## src/rtl/hrm_io_fifo_pkg.sv

```systemverilog
// hrm_io_fifo_pkg: default INBOX/OUTBOX channel geometry shared by the CPU and benches.
package hrm_io_fifo_pkg;
    localparam int IO_WIDTH      = 8;
    localparam int IO_DEPTH_LOG2 = 5;
endpackage

```

## src/rtl/hrm_io_fifo_mem.sv

```systemverilog
// hrm_io_fifo_mem: FIFO storage array, synchronous write and asynchronous read (distributed RAM).
module hrm_io_fifo_mem
    import hrm_io_fifo_pkg::*;
#(
    parameter int WIDTH      = IO_WIDTH,
    parameter int DEPTH_LOG2 = IO_DEPTH_LOG2
) (
    input  logic                  clk,
    input  logic                  we,
    input  logic [DEPTH_LOG2-1:0] waddr,
    input  logic [WIDTH-1:0]      wdata,
    input  logic [DEPTH_LOG2-1:0] raddr,
    output logic [WIDTH-1:0]      rdata
);
    logic [WIDTH-1:0] mem [2**DEPTH_LOG2];
    always_ff @(posedge clk)
        if (we) mem[waddr] <= wdata;
    assign rdata = mem[raddr];
endmodule

```

## src/rtl/hrm_io_fifo.sv

```systemverilog
// hrm_io_fifo: first-word fall-through byte FIFO for the CPU INBOX/OUTBOX channels.
// Define HRM_IO_FIFO_ERR_EN to add sticky overflow/underflow flags (o_ovf, o_udf).
module hrm_io_fifo
    import hrm_io_fifo_pkg::*;
#(
    parameter int WIDTH      = IO_WIDTH,
    parameter int DEPTH_LOG2 = IO_DEPTH_LOG2
) (
    input  logic                  clk,
    input  logic                  i_rst,
    input  logic                  i_wr,
    input  logic [WIDTH-1:0]      i_data,
    output logic                  o_full,
    input  logic                  i_rd,
    output logic [WIDTH-1:0]      o_data,
    output logic                  o_empty,
`ifdef HRM_IO_FIFO_ERR_EN
    output logic                  o_ovf,
    output logic                  o_udf,
`endif
    output logic [DEPTH_LOG2:0]   o_count
);
    logic [DEPTH_LOG2:0] wr_ptr, rd_ptr, wr_n, rd_n;
    logic wr_ok, rd_ok;
    // Accept decisions use the registered flags, so a push into a full FIFO is dropped even when a pop frees space.
    assign wr_ok = i_wr && !o_full;
    assign rd_ok = i_rd && !o_empty;
    assign wr_n  = wr_ptr + {{DEPTH_LOG2{1'b0}}, wr_ok};
    assign rd_n  = rd_ptr + {{DEPTH_LOG2{1'b0}}, rd_ok};
    always_ff @(posedge clk) begin
        if (i_rst) begin
            wr_ptr  <= '0;
            rd_ptr  <= '0;
            o_count <= '0;
            o_empty <= 1'b1;
            o_full  <= 1'b0;
        end else begin
            wr_ptr  <= wr_n;
            rd_ptr  <= rd_n;
            o_count <= wr_n - rd_n;
            o_empty <= wr_n == rd_n;
            o_full  <= (wr_n[DEPTH_LOG2-1:0] == rd_n[DEPTH_LOG2-1:0]) && (wr_n[DEPTH_LOG2] != rd_n[DEPTH_LOG2]);
        end
    end
`ifdef HRM_IO_FIFO_ERR_EN
    always_ff @(posedge clk) begin
        if (i_rst) begin
            o_ovf <= 1'b0;
            o_udf <= 1'b0;
        end else begin
            if (i_wr && o_full) o_ovf <= 1'b1;
            if (i_rd && o_empty) o_udf <= 1'b1;
        end
    end
`endif
    hrm_io_fifo_mem #(.WIDTH(WIDTH), .DEPTH_LOG2(DEPTH_LOG2)) u_mem (
        .clk   (clk),
        .we    (wr_ok),
        .waddr (wr_ptr[DEPTH_LOG2-1:0]),
        .wdata (i_data),
        .raddr (rd_ptr[DEPTH_LOG2-1:0]),
        .rdata (o_data)
    );
endmodule

```

## config.mk

```make
export PLATFORM = sky130hd
export DESIGN_NAME = hrm_io_fifo
export DESIGN_NICKNAME = d
export VERILOG_FILES = /design/src/rtl/hrm_io_fifo_pkg.sv /design/src/rtl/hrm_io_fifo_mem.sv /design/src/rtl/hrm_io_fifo.sv
export SDC_FILE = /design/constraint.sdc
export NUM_CORES = 1
export LEC_CHECK = 0
export CAP_MARGIN = 20
export CORE_AREA = 2 2 135 170
export CTS_CLUSTER_SIZE = 40
export DETAILED_ROUTE_END_ITERATION = 8
export DIE_AREA = 0 0 137 172
export GPL_TIMING_DRIVEN = 1
export PLACE_DENSITY = 0.66
export SYNTH_ARGS = -nofsm -noshare
export SYNTH_HDL_FRONTEND = slang
export SYNTH_HIERARCHICAL = 1
export SYNTH_SLANG_ARGS = --single-unit
```

## constraint.sdc

```tcl
create_clock -name clk -period 6.1 [get_ports clk]
set_input_delay 0.61 -clock clk [delete_from_list [all_inputs] [get_ports clk]]
set_output_delay 0.61 -clock clk [all_outputs]
set_load 0.02 [all_outputs]
```

# Word-level counts from Yosys, hierarchy flattened

Memories as Yosys holds them, arrays and structs flattened. A register that Yosys moved wholly into a read port is not among the register bits.
Cells that the tools add are included.
Widths: inputs -> output; s select.

Logic and storage cells: 20
Memory bits (writable): 256
Input port bits: 12
Memories: 1
Register bits after elaboration: 20

Memories:

| name      | depth | width | rd ports | clocked after memory_dff | wr ports | line                  | source |
|---|---|---|---|---|---|---|---|
| u_mem.mem | 32    | 8     | 1        | 1                        | 1        | hrm_io_fifo_mem.sv:15 | `logic [WIDTH-1:0] mem [2**DEPTH_LOG2];` |

Muxes and demuxes: 3
Reduce and logical (&&, ||, !) cells: 5
Add/subtract/negate cells: 3
Equality and inequality tests: 3

Operator list:

| cell              | count |
|---|---|
| $add 6x1->6       | 2 |
| $eq 6x6->1        | 1 |
| $sub 6x6->6       | 1 |
| $eq 5x5->1        | 1 |
| $mux 5            | 1 |
| $logic_and 1x1->1 | 3 |
| $logic_not 1->1   | 2 |
| $mux 1            | 2 |
| $ne 1x1->1        | 1 |

# Logic depth before layout (Yosys ltp)

Gate-level depths: netlist (run 1).

Depth in word-level cells: 5
Mapped depth: 10
Mapped depth without buffers: 10

# Modules after synthesis

Netlist (run 1), hierarchy kept.

Modules (own cells, without submodules):

| module          | seq. area each (sq um) | area an instance (sq um) | times used | cells each |
|---|---|---|---|---|
| hrm_io_fifo_mem | 7687.4                 | 9893.2                   | 1          | 409 |
| hrm_io_fifo     | 400.4                  | 968.4                    | 1          | 98 |

# Least setup slack after synthesis (run 1)

OpenSTA, ideal clock, no wires.

Path type: reg-to-output
Start: reg rd_ptr[2] (netlist name)
End: out o_data[0]
Path buffers: 2
Slack: 3.320 ns
Data required time: 5.490 ns
Arrival: 2.170 ns
Stages on the path, launching flop included: 6
Path through: dfxtp_1 > clkbuf_1 > clkbuf_1 > mux4_2 > mux4_2 > mux2_2

RTL lines:

| what             | line              | source |
|---|---|---|
| end: declaration | hrm_io_fifo.sv:15 | `output logic [WIDTH-1:0] o_data,` |

==> flow_metrics.py, run 1 <==
metrics = {
    "synthesis": {
        "ys_seq_area_frac": 0.745,
        "async_flop_share": 0,
        "synth_top_area_cell": "edfxtp_1",
        "netlist.area_leader.share": 0.708,
        "syn_nets": 527,
        "netlist_area_um2": 10900,
        "ys.flop_type": "edfxtp_1",
        "synth_area_leaders": "edfxtp_1 71%, mux4_2 17%, dfxtp_1 3.7%",
        "synth_edf_count": 256,
        "ys_types": 41,
        "syn_avg_cell_area_um2": 21.4,
        "syn_inst": 507,
        "yosysWarnings": 6,
        "synth-seq-cells": 276,
    },
    "floorplan": {
        "io_pins": 28,
        "die_x_um": 137,
        "coreArea_um2": 22000,
        "die_area_um2": 23600,
        "start_util": 0.494,
        "num_rows": 61,
        "chipHeight_um": 172,
    },
    "worst_setup_path": {
        "reg2reg_depth": 9,
        "critical_path.startpoint_type": "flop",
        "cp.required_ps": 5490,
        "endpoint_kind": "primary output",
        "critPathMaxFanout": 36,
        "path_class": "flop to primary output",
        "arrival_ps": 3820,
    },
    "sta": {
        "slew_violations": 0,
        "setup_ws_ps": 1670,
        "hold_slack_ps": 565,
        "min_period_over_period": 0.726,
        "worst_pin_slew_ps": 1010,
        "relSlewSlack": 0.326,
        "fin_tns_setup_ps": 0,
        "fmax_mhz": 226,
        "skew_ps": 9.04,
        "rsz0062_at_grt": "no",
        "setup_violations": 0,
        "hold_violations": 0,
        "post-route-min-period_ps": 4430,
    },
    "drt": {
        "drt-total-wl_um": 21900,
        "vias": 5065,
        "wire_per_inst_um": 25.7,
        "viasPerCell": 5.93,
        "antenna_left": 0,
        "dr.first_iter.drc_count": 419,
        "dr.pass1.iters": 7,
        "drc_errors": 0,
    },
    "cells_and_area": {
        "drive_gt1_frac": 0.256,
        "area_delta_synth_final_pct": 13.7,
        "finalInstanceArea_um2": 12400,
        "fin_nets": 575,
        "diodes": 0,
    },
    "grt": {
        "grt_max_degree": 37,
        "grt_overflow": 0,
        "grt.total_usage": 0.197,
        "grt_pass1_vias": 5320,
        "antenna_found_initial": 0,
        "grt_pass1_wl_um": 33500,
    },
    "place": {
        "portBuffers": 27,
        "placed_area_um2": 11500,
        "gp_congestion": 0.803,
        "dpl_worst_slack_ps": 2140,
        "hpwl_um": 14300,
    },
    "pwr": {
        "p_sw_frac": 0.212,
        "p_leak_nw": 3.81,
        "p_int_mw": 3.08,
        "pwr-share-comb": 0.089,
        "vdd_ir_drop_max_mv": 0.222,
        "power.density_nw_per_um2": 316,
        "pwr-share-seq": 0.544,
        "p_clk_frac": 0.367,
        "p_switching_mw": 0.827,
    },
    "clock_network": {
        "h-tree-depth": 1,
        "tritoncts": "built",
        "clk_pin_slew_ps": 70,
        "clock_sinks": 276,
        "holdBufCountCts": 0,
        "cts_setup_buffers": 0,
        "root_buffer": "clkbuf_16",
        "clockBufferDepth": 3,
        "insertion_delay_ps": 520,
        "cts_buffers": 26,
        "ctsResizeCount": 0,
    },
    "min_path": {
        "whs_path_depth": 2,
        "hold_class": "flop to flop",
    },
    "outcome": {
        "status": "complete, no violations",
    },
    "run": {
        "cap_violations": 0,
    },
}
worst max-delay path, cell delays in order (launching register included):
cell and delay, ps:
dfxtp_4 810, buf_4 490, mux4_2 560, mux4_2 530, mux2_2 290, clkdlybuf4s50_1 550
final cells by class:
type                            instances  area (um^2)
Clock buffer                           33          698
Clock inverter                         11         48.8
Fill cell                            1613         9630
Inverter                                5         18.8
Multi-Input combinational cell        204         2640
Sequential cell                       276         8090
Tap cell                              283          354
Timing Repair Buffer                   42          500
power by group through the flow:
| stage | clock (mW) | combinational, mW | sequential (mW) |
|---|---|---|---|
| after floorplan | 0 | 0.234 | 2.15 |
| after global placement | 0 | 0.337 | 2.17 |
| after detailed placement | 0 | 0.341 | 2.17 |
| after CTS | 1.47 | 0.344 | 2.13 |
| after global routing | 1.55 | 0.373 | 2.13 |
| final | 1.43 | 0.347 | 2.12 |
kinds of logic (layout without fill, tap and decap cells):
| kind of cell | Yosys count | in the layout | synth area share |
|---|---|---|---|
| flip-flops | 276 | 276 | 0.745 |
| AO/OA/AOI/OAI | 14 | 14 | 0.00899 |
| XOR/XNOR | 14 | 14 | 0.0134 |
| adder cells (fa/ha/maj) | 9 | 9 | 0.0108 |
| AND/OR/NAND/NOR | 78 | 78 | 0.0344 |
| multiplexers | 89 | 89 | 0.176 |
| buffers and inverters | 27 | 91 | 0.0122 |
worst paths after layout:
| kind | startpoint | slack [ps] | to |
|---|---|---|---|
| worst max-delay path | rd_ptr[0] | 1670 | o_data[2] |
| worst min-delay path | wr_ptr[5] | 570 | wr_ptr[5] |
| worst max register to register | rd_ptr[0] | 3280 | o_count[4] |
| worst min register to register | wr_ptr[5] | 570 | wr_ptr[5] |
Yosys cell counts (6+ instances only):
| master | number |
|---|---|
| buf_1 | 6 |
| nand3_1 | 6 |
| ha_1 | 7 |
| xor2_1 | 7 |
| dfxtp_1 | 20 |
| buf_4 | 6 |
| mux2_2 | 8 |
| edfxtp_1 | 256 |
| clkbuf_1 | 8 |
| mux4_2 | 80 |
| nor2_1 | 48 |
registers in the layout, summed over array words and instances, names as in the netlist:
name,flops
o_count,6
o_full,1
u_mem/mem,256
wr_ptr,6
rd_ptr,6
o_empty,1
cells in the final DEF (no fill, tap or decap), drive strengths merged:
cell type      Yosys  layout
o21ai              3       3
or3b               3       3
nor2              48      48
mux4              80      80
nand3b             5       5
clkbuf             8      35
a21oi              4       4
edfxtp           256     256
mux2               9       9
ha                 7       7
o211ai             1       1
clkinv             0      11
nand4              2       2
xor3               1       1
buf               14      13
nand2              4       4
o21a               1       1
xnor2              6       6
maj3               1       1
and3b              1       1
a2111oi            1       1
nand2b             1       1
o21bai             1       1
a32oi              1       1
nand3              7       7
o31ai              1       1
a211o              1       1
inv                5       5
nor2b              4       4
fa                 1       1
xor2               7       7
dfxtp             20      20
or3                2       2
clkdlybuf4s50      0      27
nor3               1       1
per-layer routing:
| metal | vias to the layer above | GRT usage | share of wire |
|---|---|---|---|
| li1 | 2178 | - | - |
| met1 | 2684 | 0.253 | 0.39 |
| met2 | 166 | 0.348 | 0.54 |
| met3 | 37 | 0.0302 | 0.048 |
| met4 | 0 | 0.0587 | 0.025 |
| met5 | - | 0 | 0 |
stage by stage:
step                      power, mW  utilization  instances
after floorplan                2.38            -        507
after detailed placement       2.51        0.523        804
after global placement         2.50        0.519        799
after CTS                      3.94        0.557        848
final                          3.90        0.562        854
after global routing           4.05        0.562        854
(Power assumes the default switching activity.)
==> run 2, diff against run 1 <==
--- a/config.mk
+++ b/config.mk
@@ -11,7 +11,7 @@
 export DETAILED_ROUTE_END_ITERATION = 8
 export DIE_AREA = 0 0 137 172
 export GPL_TIMING_DRIVEN = 1
-export PLACE_DENSITY = 0.66
+export PLACE_DENSITY = 0.69
 export SYNTH_ARGS = -nofsm -noshare
 export SYNTH_HDL_FRONTEND = slang
 export SYNTH_HIERARCHICAL = 1
==> constraint.sdc (replaced) <==
create_clock -name clk -period 3.7 [get_ports clk]
set_input_delay 0.37 -clock clk [delete_from_list [all_inputs] [get_ports clk]]
set_output_delay 0.37 -clock clk [all_outputs]
set_load 0.02 [all_outputs]
==> run 2 against run 1 <==
  * Largest power group unchanged
  * Count of clock-buffer cells in the layout down 3
  * Wire length shrank 1.4%
  * Combinational power increased by 83%
  * Largest cell class unchanged
  * Highest routed layer unchanged
  * Sequential share of layout area shrank 0.73 points
==> flow_metrics.py, run 2 (synthesis results as in run 1) <==
metrics = {
    "outcome": {
        "status": "complete, no violations",
    },
    "place": {
        "hpwl_um": 13400,
        "gp_congestion": 0.784,
        "dpl_worst_slack_ps": 515,
        "portBuffers": 27,
    },
    "worst_setup_path": {
        "r2r-start": "rd_ptr[0]",
        "endpoint_kind": "primary output",
        "cp.required_ps": 3330,
        "path_cells": "buf_16 -> mux4_2 -> mux4_2 -> mux2_2 -> clkdlybuf4s50_1",
        "critical_path.startpoint_type": "flop",
        "rr_endpoint": "o_count[4]",
        "max_stage_delay_ps": 580,
        "path_class": "flop to primary output",
        "crit_buf_inv": 2,
        "critPathMaxFanout": 47,
        "startpoint": "rd_ptr[0]",
        "reg2reg_depth": 10,
        "arrival_ps": 3210,
        "slowest_stage": "mux4_2",
        "rrSetupSlack_ps": 1020,
        "cp_common_cell": "mux4_2",
        "critical-path-top-delay-family": "multiplexers",
    },
    "pwr": {
        "p_total_mw": 6.71,
        "power.density_nw_per_um2": 537,
        "vdd_ir_drop_max_mv": 0.318,
        "p_leak_nw": 3.89,
    },
    "cells_and_area": {
        "largest_reg_flops": 256,
        "final_common_cell": "edfxtp_1",
        "fin_nets": 580,
        "drive_gt1_frac": 0.272,
        "layout_common_cells": "256 x edfxtp_1, 80 x mux4_2, 48 x nor2_1",
        "regMostFlops": "u_mem/mem",
        "diodes": 0,
        "area_delta_synth_final_pct": 15.0,
    },
    "sta": {
        "worst_pin_slew_ps": 1020,
        "hold_violations": 0,
        "rsz0062_at_grt": "no",
        "setup_ws_ps": 123,
        "setup_violations": 0,
        "fin_tns_setup_ps": 0,
        "relSlewSlack": 0.316,
        "hold_slack_ps": 556,
        "slew_violations": 0,
        "fmax_mhz": 280,
        "post-route-min-period_ps": 3580,
        "skew_ps": 16.2,
        "min_period_over_period": 0.967,
    },
    "min_path": {
        "hold_class": "flop to flop",
        "whs_path_depth": 2,
        "min_from": "wr_ptr[5]",
        "min_to": "wr_ptr[5]",
    },
    "floorplan": {
        "chipHeight_um": 172,
        "num_rows": 61,
        "io_pins": 28,
        "start_util": 0.494,
        "die_area_um2": 23600,
        "die_x_um": 137,
        "coreArea_um2": 22000,
    },
    "clock_network": {
        "holdBufCountCts": 0,
        "clockBufferDepth": 3,
        "ctsResizeCount": 0,
        "insertion_delay_ps": 520,
        "root_buffer": "clkbuf_16",
        "clock_sinks": 276,
        "cts_setup_buffers": 0,
        "tritoncts": "built",
        "h-tree-depth": 1,
        "clk_pin_slew_ps": 60,
        "cts_buffers": 26,
    },
    "drt": {
        "dr.first_iter.drc_count": 494,
        "wire_per_inst_um": 25.1,
        "antenna_left": 0,
        "dr.pass1.iters": 5,
        "drc_errors": 0,
        "viasPerCell": 5.87,
        "vias": 5066,
        "drt-total-wl_um": 21600,
    },
    "grt": {
        "antenna_found_initial": 0,
        "grt_pass1_wl_um": 32900,
        "grt_max_degree": 48,
        "grt.total_usage": 0.192,
        "grt_overflow": 0,
        "grt_pass1_vias": 5278,
    },
    "run": {
        "cap_violations": 0,
    },
}
[run 2: changes by cell type in the layout (fill, tap and decap cells not counted), sizes merged]
cell	delta
clkbuf	-1
clkinvlp	+1
clkinv	+3
buf	+3
bufinv	+3
[run 2: worst min-delay path, stage by stage, from the launching register on]
cell and delay [ps]:
dfxtp_1 330, or3_4 130, a21oi_1 50
[run 2: metrics by stage]
stage,std cells,area (um^2),util
3_3_place_gp,809,11500,0.523
4_1_cts,857,12300,0.562
3_5_place_dp,809,11500,0.523
2_1_floorplan,507,10900,-
6_report,863,12500,0.568
5_1_grt,863,12500,0.568
[run 2: cell type report]
type,instances,area [um^2]
fill,1612,9490
sequential,276,8090
clock inverter,18,161
inverter,5,18.8
timing repair buffer,47,538
clock buffer,30,687
multi-input combinational,204,2640
tap,283,354
[run 2: routing by layer]
metal	wire length, um	share of wire	vias to the layer above	global-route usage
li1	-	-	2188	-
met1	8930	0.41	2664	0.272
met2	10900	0.50	186	0.320
met3	1380	0.064	28	0.0270
met4	436	0.020	0	0.0480
met5	0	0	-	0
[run 2: worst max path at each step]
| stage | depth (start not counted) | endpoint | slack (ps) |
|---|---|---|---|
| floorplan | 5 | o_data[0] | 1160 |
| global placement | 11 | o_count[5] | 630 |
| detailed placement | 11 | o_count[5] | 510 |
| CTS | 5 | o_data[2] | 80 |
| global route | 5 | o_data[2] | 7 |
| finish | 5 | o_data[2] | 120 |
[run 2: power by group]
part | internal (mW) | switching (mW) | total, mW
clock network | 1.54 | 1.07 | 2.61
registers | 3.45 | 0.0172 | 3.46
logic | 0.318 | 0.316 | 0.634
total | 5.30 | 1.41 | 6.71
==> run 3, diff against run 2 <==
--- a/config.mk
+++ b/config.mk
@@ -7,6 +7,7 @@
 export LEC_CHECK = 0
 export CAP_MARGIN = 20
 export CORE_AREA = 2 2 135 170
+export CTS_BUF_LIST = sky130_fd_sc_hd__clkbuf_4
 export CTS_CLUSTER_SIZE = 40
 export DETAILED_ROUTE_END_ITERATION = 8
 export DIE_AREA = 0 0 137 172
==> run 3 against run 2 <==
  * Largest cell class unchanged
  * Sequential power about the same
  * Clock skew increased by 11 ps
  * Maximum frequency shrank 0.41%
  * Via count increased by 7.2%
  * Flip-flop and latch count stayed put
  * Cell count rose by 9.7%
  * Combinational power grew 12%
  * Largest power group unchanged
  * First-iteration DRC count increased by 18%
  * Count of clock-buffer cells in the layout up 64
==> flow_metrics.py, run 3 (synthesis results as in run 1) <==
metrics = {
    "worst_setup_path": {
        "cp_common_cell": "mux4_2",
        "path_class": "flop to primary output",
        "rrSetupSlack_ps": 1040,
        "slowest_stage": "mux4_2",
        "critical_path.startpoint_type": "flop",
        "arrival_ps": 3220,
        "cp.required_ps": 3330,
        "max_stage_delay_ps": 570,
        "crit_buf_inv": 2,
        "endpoint_kind": "primary output",
        "path_cells": "buf_16 -> mux4_2 -> mux4_2 -> mux2_2 -> clkdlybuf4s50_1",
        "critPathMaxFanout": 12,
        "critical-path-top-delay-family": "multiplexers",
    },
    "clock_network": {
        "clock_sinks": 276,
        "tritoncts": "built",
        "holdBufCountCts": 0,
        "clk_pin_slew_ps": 70,
        "clockBufferDepth": 3,
        "insertion_delay_ps": 650,
        "h-tree-depth": 3,
        "root_buffer": "clkbuf_4",
        "cts_buffers": 66,
    },
    "sta": {
        "skew_ps": 27.2,
        "worst_pin_slew_ps": 984,
        "relSlewSlack": 0.342,
        "setup_violations": 0,
        "setup_ws_ps": 108,
        "fin_tns_setup_ps": 0,
        "min_period_over_period": 0.971,
        "rsz0062_at_grt": "no",
        "post-route-min-period_ps": 3590,
        "hold_slack_ps": 432,
        "hold_violations": 0,
        "fmax_mhz": 278,
        "slew_violations": 0,
    },
    "cells_and_area": {
        "area_delta_synth_final_pct": 16.5,
        "drive_gt1_frac": 0.353,
        "multi_input_area_um2": 2640,
        "layout_common_cells": "256 x edfxtp_1, 94 x clkbuf_4, 80 x mux4_2",
        "final_common_cell": "edfxtp_1",
        "regMostFlops": "u_mem/mem",
        "fin_nets": 635,
        "fill_cells": 1639,
        "final_core_util": 0.576,
        "largest_reg_flops": 256,
        "seq_area_um2": 8090,
    },
    "drt": {
        "drc_errors": 0,
        "viasPerCell": 5.74,
        "wire_per_inst_um": 24.2,
        "dr.pass1.iters": 5,
        "dr.first_iter.drc_count": 582,
        "antenna_left": 0,
        "vias": 5433,
        "drt-total-wl_um": 22900,
    },
    "grt": {
        "grt_max_degree": 38,
        "globalRouteMet2Util": 0.323,
        "grt_pass1_wl_um": 33600,
        "busiest_layer": "met2",
        "grt_pass1_vias": 5642,
        "grt.total_usage": 0.200,
        "met1_usage": 0.267,
        "grt_overflow": 0,
        "grtUsageMet3": 0.0463,
        "antenna_found_initial": 1,
    },
    "place": {
        "dpl_worst_slack_ps": 515,
        "hpwl_um": 13400,
        "portBuffers": 27,
        "gp_congestion": 0.784,
    },
    "pwr": {
        "power.density_nw_per_um2": 518,
        "p_leak_nw": 4.08,
        "p_total_mw": 6.56,
        "vdd_ir_drop_max_mv": 0.291,
    },
    "floorplan": {
        "die_area_um2": 23600,
        "coreArea_um2": 22000,
        "io_pins": 28,
        "chipHeight_um": 172,
        "num_rows": 61,
        "start_util": 0.494,
        "die_x_um": 137,
    },
    "run": {
        "cap_violations": 0,
    },
    "min_path": {
        "hold_class": "input port to flop",
    },
    "outcome": {
        "status": "complete, no violations",
    },
}
run 3: layout make-up:
| cell class | instances | share of cell area |
|---|---|---|
| Antenna cell | 1 | 0.000198 |
| Clock buffer | 94 | 0.0558 |
| Clock inverter | 22 | 0.00910 |
| Inverter | 5 | 0.00148 |
| Multi-Input combinational cell | 204 | 0.209 |
| Sequential cell | 276 | 0.640 |
| Tap cell | 283 | 0.0280 |
| Timing Repair Buffer | 62 | 0.0572 |
run 3: where the power goes:
group	switching (mW)	internal (mW)	total (mW)
clock network	1.13	1.25	2.38
registers	0.0246	3.44	3.47
logic	0.338	0.372	0.710
total	1.49	5.06	6.56
run 3: worst paths after layout:
| check | startpoint | endpoint | cells past startpoint |
|---|---|---|---|
| setup / recovery | rd_ptr[0] | o_data[5] | 5 |
| hold / removal | i_data[7] | u_mem/mem[15][7] | 1 |
| setup reg to reg | o_full | o_count[5] | 10 |
| hold reg to reg | wr_ptr[5] | wr_ptr[5] | 2 |
run 3: what timing repair did:
item,4_1_cts,5_1_grt
resized for setup,10,2
buffers inserted,0,12
endpoints found under the hold margin,0,0
endpoints found under the setup margin,8,3
cloned,1,2
run 3: routing by layer:
| metal | up-vias | wire, um |
|---|---|---|
| met5 | - | 0 |
| met3 | 34 | 1530 |
| met2 | 218 | 11700 |
| li1 | 2362 | - |
| met1 | 2819 | 9290 |
| met4 | 0 | 388 |
run 3: per-stage QoR:
step | area (um^2) | cells
floorplan | 10900 | 507
global placement | 11500 | 809
detailed placement | 11500 | 809
CTS | 12400 | 926
global route | 12700 | 947
finish | 12700 | 947
